## src/rtl/mem_port_arbiter.sv

```systemverilog
// Shares one SRAM-like memory port between the IF (inst) and MEM (data) requesters, one transaction in flight.
// Optional macro ARB_FAIR_EN: bounds how long a pending inst request can be starved by data grants.
module mem_port_arbiter #(
    parameter int ADDR_W       = 32,
    parameter int DATA_W       = 32,
    parameter int STARVE_LIMIT = 4
) (
    input  logic                clk,
    input  logic                reset,
    input  logic                inst_req,
    input  logic [ADDR_W-1:0]   inst_addr,
    output logic                inst_addr_ok,
    output logic                inst_data_ok,
    output logic [DATA_W-1:0]   inst_rdata,
    input  logic                data_req,
    input  logic                data_wr,
    input  logic [DATA_W/8-1:0] data_wstrb,
    input  logic [ADDR_W-1:0]   data_addr,
    input  logic [DATA_W-1:0]   data_wdata,
    output logic                data_addr_ok,
    output logic                data_data_ok,
    output logic [DATA_W-1:0]   data_rdata,
    output logic                mem_req,
    output logic                mem_wr,
    output logic [DATA_W/8-1:0] mem_wstrb,
    output logic [ADDR_W-1:0]   mem_addr,
    output logic [DATA_W-1:0]   mem_wdata,
    input  logic                mem_addr_ok,
    input  logic                mem_data_ok,
    input  logic [DATA_W-1:0]   mem_rdata,
    output logic                busy,
    output logic                proto_err
);
    typedef enum logic [1:0] {IDLE = 2'd0, REQ = 2'd1, WAIT = 2'd2} state_t;

    state_t              state_q;
    logic                owner_q;
    logic                mem_req_q;
    logic                mem_wr_q;
    logic [DATA_W/8-1:0] mem_wstrb_q;
    logic [ADDR_W-1:0]   mem_addr_q;
    logic [DATA_W-1:0]   mem_wdata_q;
    logic                proto_err_q;
    logic                grant_inst;
    logic                grant_data;
    logic                rsp_fire;
    logic                inst_turn;

    // The starvation counter is only 3 bits wide, so a larger limit could never be reached.
    if (STARVE_LIMIT < 1 || STARVE_LIMIT > 7) begin : g_bad_limit
        $error("STARVE_LIMIT must be in 1..7");
    end

`ifdef ARB_FAIR_EN
    localparam logic [2:0] STARVE_MAX = 3'(STARVE_LIMIT);
    logic [2:0] starve_q;

    assign inst_turn = (starve_q == STARVE_MAX);

    always_ff @(posedge clk or posedge reset) begin
        if (reset) begin
            starve_q <= '0;
        end else if (grant_inst) begin
            starve_q <= '0;
        end else if (grant_data && inst_req && starve_q != 3'd7) begin
            starve_q <= starve_q + 3'd1;
        end
    end
`else
    assign inst_turn = 1'b0;
`endif

    always_comb begin
        grant_inst = 1'b0;
        grant_data = 1'b0;
        if (state_q == IDLE && !reset) begin
            if (data_req && !(inst_req && inst_turn)) begin
                grant_data = 1'b1;
            end else if (inst_req) begin
                grant_inst = 1'b1;
            end
        end
    end

    always_ff @(posedge clk or posedge reset) begin
        if (reset) begin
            state_q     <= IDLE;
            owner_q     <= 1'b0;
            mem_req_q   <= 1'b0;
            mem_wr_q    <= 1'b0;
            mem_wstrb_q <= '0;
            mem_addr_q  <= '0;
            mem_wdata_q <= '0;
            proto_err_q <= 1'b0;
        end else begin
            if (mem_data_ok && state_q != WAIT) begin
                proto_err_q <= 1'b1;
            end
            case (state_q)
                IDLE: begin
                    if (grant_data || grant_inst) begin
                        owner_q     <= grant_data;
                        mem_req_q   <= 1'b1;
                        mem_addr_q  <= grant_data ? data_addr : inst_addr;
                        mem_wr_q    <= grant_data & data_wr;
                        mem_wstrb_q <= (grant_data && data_wr) ? data_wstrb : '0;
                        mem_wdata_q <= grant_data ? data_wdata : '0;
                        state_q     <= REQ;
                    end
                end
                REQ: begin
                    if (mem_addr_ok) begin
                        mem_req_q <= 1'b0;
                        state_q   <= WAIT;
                    end
                end
                WAIT: begin
                    if (mem_data_ok) begin
                        state_q <= IDLE;
                    end
                end
                default: state_q <= IDLE;
            endcase
        end
    end

    // Responses are forwarded combinationally so the owner sees data in the completion cycle.
    assign rsp_fire     = (state_q == WAIT) && mem_data_ok && !reset;
    assign inst_addr_ok = grant_inst;
    assign data_addr_ok = grant_data;
    assign inst_data_ok = rsp_fire && !owner_q;
    assign data_data_ok = rsp_fire && owner_q;
    assign inst_rdata   = owner_q ? '0 : mem_rdata;
    assign data_rdata   = owner_q ? mem_rdata : '0;

    assign mem_req   = mem_req_q;
    assign mem_wr    = mem_wr_q;
    assign mem_wstrb = mem_wstrb_q;
    assign mem_addr  = mem_addr_q;
    assign mem_wdata = mem_wdata_q;
    assign busy      = (state_q != IDLE);
    assign proto_err = proto_err_q;
endmodule

```

## config.mk

```make
export PLATFORM = sky130hd
export DESIGN_NAME = mem_port_arbiter
export DESIGN_NICKNAME = d
export VERILOG_FILES = /design/src/rtl/mem_port_arbiter.sv
export SDC_FILE = /design/constraint.sdc
export NUM_CORES = 1
export LEC_CHECK = 0
export ABC_AREA = 1
export ABC_CLOCK_PERIOD_IN_PS = 4800
export CELL_PAD_IN_SITES_DETAIL_PLACEMENT = 1
export CELL_PAD_IN_SITES_GLOBAL_PLACEMENT = 1
export CORE_ASPECT_RATIO = 0.6
export CORE_MARGIN = 2
export CORE_UTILIZATION = 23
export CTS_CLUSTER_DIAMETER = 50
export CTS_CLUSTER_SIZE = 30
export DETAILED_ROUTE_END_ITERATION = 8
export PLACE_DENSITY_LB_ADDON = 0.08
export SETUP_SLACK_MARGIN = 0.2
export SKIP_LAST_GASP = 1
export SLEW_MARGIN = 20
export SYNTH_ARGS = -nofsm -noshare
export SYNTH_HDL_FRONTEND = slang
export SYNTH_SLANG_ARGS = --single-unit
```

## constraint.sdc

```tcl
create_clock -name clk -period 4.8 [get_ports clk]
set_input_delay 0.48 -clock clk [delete_from_list [all_inputs] [get_ports clk]]
set_output_delay 0.48 -clock clk [all_outputs]
set_load 0.1 [all_outputs]
```

# Yosys cells after proc, flatten, opt, wreduce, memory -nomap -nowiden
# Cells that the tools add are included.
[word_totals] reg_bits=74 in_bits=139 out_inout_bits=140 elab_cells=48
[op_classes] n_eq_ne=6 n_mux=17 n_bitwise=1 n_reduce_logical=16
[op_table] operator="$mux W32" n=4
[op_table] operator="$logic_and A1 B1 Y1" n=7
[op_table] operator="$mux W1" n=7
[op_table] operator="$mux W2" n=3
[op_table] operator="$ne A2 B2 Y1 const B" n=3
[op_table] operator="$pmux W2 S3" n=1
[op_table] operator="$reduce_and A3 Y1" n=2
[op_table] operator="$mux W4" n=1
[op_table] operator="$reduce_bool A2 Y1" n=2
[op_table] operator="$eq A2 B1 Y1 const B" n=1
[op_table] operator="$eq A2 B2 Y1 const B" n=1
[op_table] operator="$logic_not A1 Y1" n=2
[op_table] operator="$logic_not A2 Y1" n=1
[op_table] operator="$ne A2 B1 Y1 const B" n=1
[op_table] operator="$pmux W1 S2" n=1
[op_table] operator="$reduce_and A2 Y1" n=1
[op_table] operator="$and A1 B1 Y1" n=1
[op_table] operator="$logic_or A1 B1 Y1" n=1

# Logic depth before layout (Yosys ltp)
# Gate-level depths: netlist (run 1).
[logic_depth] ltp_word=6 depth_mapped=6 mapped_depth_nobuf=5

# Least setup slack after synthesis (run 1)
# No wires, ideal clock.
[synth_path] kind="input-to-output" startpoint="input reset" endpoint="output data_data_ok" t_arrival_ps=4601 required_ps=4320 setup_slack_ps=-281 stages=4 path_buffers=1 cell_sequence="inv_2 buf_1 nand3_1 nor2_1"
[synth_via] elab_chain_len=3
[synth_rtl] element="from (decl)" line_no="9" text="input logic reset,"
[synth_rtl] element="$logic_not A1 Y1" line_no="128" text="assign rsp_fire = (state_q == WAIT) && mem_data_ok && !reset;"
[synth_rtl] element="$logic_and A1 B1 Y1" line_no="128"
[synth_rtl] element="$logic_and A1 B1 Y1" line_no="132" text="assign data_data_ok = rsp_fire && owner_q;"
[synth_rtl] element="to (decl)" line_no="21" text="output logic data_data_ok,"
# No other way between the ends.

# Final worst setup path (run 1)
[layout_path] startpoint="input reset" endpoint="output inst_data_ok"
[layout_via] elab_chain_len=3
[layout_rtl] element="$logic_not A1 Y1" line_no="128"
[layout_rtl] element="$logic_and A1 B1 Y1" line_no="128"
[layout_rtl] element="$logic_and A1 B1 Y1" line_no="131" text="assign inst_data_ok = rsp_fire && !owner_q;"
[layout_rtl] element="to (decl)" line_no="13" text="output logic inst_data_ok,"
# No other way between the ends.

==> impl_metrics.json, run 1 <==
{
  "avgSynthCellArea_um2": 6.80,
  "grt_pass1_wl_um": 27100,
  "min_period_ps": 3170,
  "ys_ff_latch": 74,
  "grt_max_degree": 67,
  "wl_per_cell_um": 16.0,
  "cts_resized": 0,
  "critPathKind": "in -> out",
  "nets": 997,
  "setup_viol": 0,
  "vias_per_cell": 4.36,
  "critPathCaptureType": "primary output",
  "post-route-period-util_pct": 65.9,
  "hold_buffers": 0,
  "synth-seq-area-share_pct": 45.1,
  "drc": 0,
  "antenna_found_initial": 0,
  "synth_top_area_cell": "dfrtp_1",
  "synth.distinct_cells": 17,
  "rsz0062_at_grt": "false",
  "clockBufferDepth": 2,
  "path_cells": "clkdlybuf4s50_1, inv_4, nand3_1, nor2_1, clkdlybuf4s50_1",
  "worst_hold_path_type": "in -> async",
  "antenna_left": 0,
  "drv_cap": 0,
  "root_buffer": "clkbuf_16",
  "htreeDepth": 3,
  "cp_max_fo": 21,
  "wl_um": 17600,
  "num_vias": 4782,
  "startpoint_type": "input port",
  "drv_slew": 0,
  "synth_fp_nets": 742,
  "syn_area_um2": 4100,
  "num_antenna_cells": 0,
  "dp_hpwl_um": 13200,
  "worstMarginPinSlew_ps": 1050,
  "cts_tree": "built",
  "overflow": 0,
  "cp_data_arrival_time_ps": 2690,
  "die_h_um": 107,
  "io_pins": 279,
  "start_util_pct": 23.7,
  "grt.total_usage_pct": 18.3,
  "portBuffers": 278,
  "synth_top_area_share_pct": 45.1,
  "fmax_mhz": 316,
  "yosys-top-cells-area": "dfrtp_1 (45%), nand2_1 (16%), nand3_1 (13%)",
  "status": "complete, no violations",
  "slowest_delay_ps": 1170,
  "drive_gt1_share_pct": 3.82,
  "clk_latency_ps": 330,
  "post-cts-setup-buffer-count": 0,
  "finalHoldViolations": 0,
  "grt_pass1_vias": 4888,
  "syn_to_final_growth_pct": 80.7,
  "synth_cells": 603,
  "critPathRequiredTime_ps": 4320,
  "skew_ps": 13.4,
  "crit_path_frequent_cell": "clkdlybuf4s50_1",
  "cpMaxStageDelayCell": "clkdlybuf4s50_1",
  "routabilityCongestion": 0.814,
  "drt_iter0_drc": 209,
  "numCtsBuffers": 9,
  "clkTransAtPathRegs_ps": 60,
  "rows": 37,
  "die_w_um": 176,
  "dieArea_um2": 19000,
  "max_slew_margin_pct": 29.8,
  "setup_tns_ps": 0,
  "yosys_warnings": 0,
  "clkSinkCount": 74,
  "core-area_um2": 17300,
  "drtPass1Iterations": 4
}
[sequential cells by signal, indices dropped and copies added (netlist names)]
signal	count
mem_addr	32
mem_wdata	32
mem_wstrb	4
state_q	2
mem_req	1
mem_wr	1
owner_q	1
proto_err	1
[cells in the mapped netlist]
cell,number
nor2_2,1
nor2_1,36
o211ai_1,1
nand3_1,104
nor2_4,1
o21bai_1,1
inv_1,133
nand2_1,173
dfrtp_1,74
clkbuf_1,23
buf_2,8
inv_2,2
buf_1,7
nand3_2,2
nand4_1,32
buf_4,3
o21ai_0,2
[cell type report]
cell class              count  area (um^2)
fillers                  2129         9900
repair buffers            285         2840
flip-flops and latches     74         1860
multi-input cells         353         1580
inverters                 135          509
well taps                 234          293
clock buffers              10          239
clock inverters             6         95.1
[critical path, delay by kind of cell]
family / cells / cell delay [ps]
buf+inv: 3 / 1900
simple gates: 2 / 310
[worst paths after layout]
check / cells after the start / slack, ps / to / startpoint
worst max register to register: 6 / 2190 / mem_addr[22]$_DFFE_PP0P_ / state_q[0]$_DFFE_PP0P_
worst max-delay path: 5 / 1630 / inst_data_ok / reset
worst min register to register: 1 / 500 / proto_err$_DFFE_PP0P_ / proto_err$_DFFE_PP0P_
worst min-delay path: 2 / 490 / mem_wdata[26]$_DFFE_PP0P_ / reset
max in group asynchronous: 3 / 3400 / owner_q$_DFFE_PP0P_ / reset
min in group clk: 1 / 500 / proto_err$_DFFE_PP0P_ / proto_err$_DFFE_PP0P_
[cell families (layout without fill, tap and decap cells)]
| kind of cell | count (synthesis) | after routing | share of synthesized area, % |
|---|---|---|---|
| DFF | 74 | 74 | 45.1 |
| buffers and inverters | 176 | 436 | 16.6 |
| AOI/OAI and AO/OA | 4 | 4 | 0.610 |
| and+or+nand+nor | 349 | 349 | 37.6 |
[through the flow]
stage | util (%) | std cells | hold slack, ps | setup WS, ps | cell area (um^2)
6_report | 42.8 | 1097 | 486 | 1630 | 7410
2_1_floorplan | - | 603 | 590 | 930 | 4110
3_3_place_gp | 40.9 | 1081 | 463 | 1600 | 7070
4_1_cts | 42.8 | 1097 | 485 | 1340 | 7410
3_5_place_dp | 40.9 | 1081 | 479 | 1590 | 7080
5_1_grt | 42.8 | 1097 | 508 | 1500 | 7410
[cell usage in the layout (no fill, tap or decap), drive strengths merged]
cell	netlist	final
inv	135	138
clkbuf	23	10
clkdlybuf4s50	0	276
bufinv	0	2
clkinv	0	1
dfrtp	74	74
o21bai	1	1
nor2	38	38
nand3	106	106
buf	18	9
nand4	32	32
o21ai	2	2
o211ai	1	1
nand2	173	173
[metal layers]
| layer | global-route usage, % | wire (um) | part of all wire (%) |
|---|---|---|---|
| met5 | 0 | 0 | 0 |
| met2 | 30.1 | 7970 | 45 |
| met4 | 4.01 | 227 | 1.3 |
| met1 | 24.4 | 8230 | 47 |
| met3 | 4.70 | 1160 | 6.6 |
Power of run 1 is not shown: default switching activity piles up to over one toggle a cycle in this logic, so the estimate is an artifact.
==> run 2, diff against run 1 <==
Settings changed: ABC_CLOCK_PERIOD_IN_PS 4800 to 3000.
Clock period 4.8 ns to 3 ns, I/O delays scaled along.
==> run 2 against run 1 <==
  * First-iteration DRC count shrank 14%
  * Design area shrank 4.0%
  * Register-to-register slack worse by 1300 ps
  * Worst setup slack lost 820 ps
  * Global-route usage about the same
  * Critical path depth unchanged
  * Clock-buffer cell count decreased by 1
  * Routed wire length shrank 0.68%
  * Non-clock buffer count is 2 higher
  * Die area is the same
  * Cell count rose by 0.18%
  * Sequential share of layout area is 1.1 points higher
==> impl_metrics.json, run 2 (synthesized netlist as in run 1, its figures left out) <==
{
  "portBuffers": 278,
  "drv_cap": 0,
  "clkTransAtPathRegs_ps": 60,
  "setup_tns_ps": 0,
  "syn_to_final_growth_pct": 73.4,
  "wl_um": 17500,
  "post-cts-setup-buffer-count": 0,
  "critPathKind": "in -> out",
  "cp_max_fo": 33,
  "core-area_um2": 17300,
  "die_w_um": 176,
  "num_vias": 4816,
  "post-route-period-util_pct": 72.8,
  "dp_hpwl_um": 13200,
  "num_antenna_cells": 0,
  "grt.total_usage_pct": 18.3,
  "grt_pass1_vias": 4998,
  "fmax_mhz": 458,
  "max_slew_margin_pct": 46.2,
  "drtPass1Iterations": 6,
  "clk_latency_ps": 340,
  "antenna_left": 0,
  "drv_slew": 0,
  "grt_pass1_wl_um": 27400,
  "clkSinkCount": 74,
  "root_buffer": "clkbuf_16",
  "rsz0062_at_grt": "false",
  "min_period_ps": 2180,
  "io_pins": 279,
  "vias_per_cell": 4.38,
  "cp_data_arrival_time_ps": 1880,
  "start_util_pct": 23.7,
  "nets": 999,
  "mostFrequentLayoutCell": "nand2_1",
  "setup_viol": 0,
  "die_h_um": 107,
  "status": "complete, no violations",
  "routabilityCongestion": 0.836,
  "drc": 0,
  "antenna_found_initial": 0,
  "wl_per_cell_um": 15.9,
  "cts_resized": 0,
  "numCtsBuffers": 9,
  "clockBufferDepth": 2,
  "final_cell_mix": "nand2_1 (173), buf_4 (147), clkdlybuf4s50_1 (138)",
  "critPathRequiredTime_ps": 2700,
  "cts_tree": "built",
  "overflow": 0,
  "dieArea_um2": 19000,
  "htreeDepth": 3,
  "rows": 37,
  "worst_hold_path_type": "in -> async",
  "startpoint_type": "input port",
  "hold_ws_ps": 275,
  "drt_iter0_drc": 179,
  "hold_buffers": 0,
  "final_cells": 1099,
  "critPathCaptureType": "primary output",
  "worstMarginPinSlew_ps": 807,
  "grt_max_degree": 73,
  "finalHoldViolations": 0,
  "drive_gt1_share_pct": 20.1,
  "dp.cells": 1083,
  "skew_ps": 14.0
}
[run 2: cell count changes in the layout (fill, tap and decap cells not counted), sizes merged]
cell,previous run,this run
clkinv,1,3
clkbuf,10,9
inv,138,136
bufinv,2,3
clkdlybuf4s50,276,138
buf,9,149
[run 2: critical path, cell delays in order]
cell and delay (ps):
clkdlybuf4s50_1 440, inv_4 250, nand3_4 150, inv_2 460, buf_12 250
[run 2: metal layers]
layer | part of all wire, % | vias to the layer above | global-route usage [%]
met5 | 0 | - | 0
met1 | 47 | 2305 | 24.7
met4 | 0.67 | 0 | 3.01
met2 | 45 | 164 | 30.1
met3 | 7.1 | 10 | 4.91
li1 | - | 2337 | -
[run 2: final cells by class]
type / instances / area (um^2)
tap: 234 / 293
inverter: 135 / 509
clock buffer: 9 / 225
fill: 2138 / 10200
timing repair buffer: 287 / 2520
clock inverter: 7 / 125
sequential: 74 / 1860
multi-input combinational: 353 / 1580
[run 2: per-stage QoR]
step           instance area (um^2)  utilization [%]  setup WS (ps)
2_1_floorplan                  4110                -            440
3_3_place_gp                   6760             39.0            775
3_5_place_dp                   6760             39.0            721
4_1_cts                        7110             41.1            583
5_1_grt                        7110             41.1            655
6_report                       7110             41.1            816
[run 2: final timing paths]
check                                       startpoint                  endpoint  slack (ps)  cells past startpoint
worst max-delay path                             reset              data_addr_ok         820                      5
worst min-delay path                             reset  mem_addr[15]$_DFFE_PP0P_         270                      2
worst max register to register  state_q[0]$_DFFE_PP0P_   mem_addr[1]$_DFFE_PP0P_         910                      7
worst min register to register   proto_err$_DFFE_PP0P_     proto_err$_DFFE_PP0P_         480                      1
max in group asynchronous                        reset  mem_addr[23]$_DFFE_PP0P_        1340                      4
min in group clk                 proto_err$_DFFE_PP0P_     proto_err$_DFFE_PP0P_         480                      1
Power of run 2 is left out for the same reason.
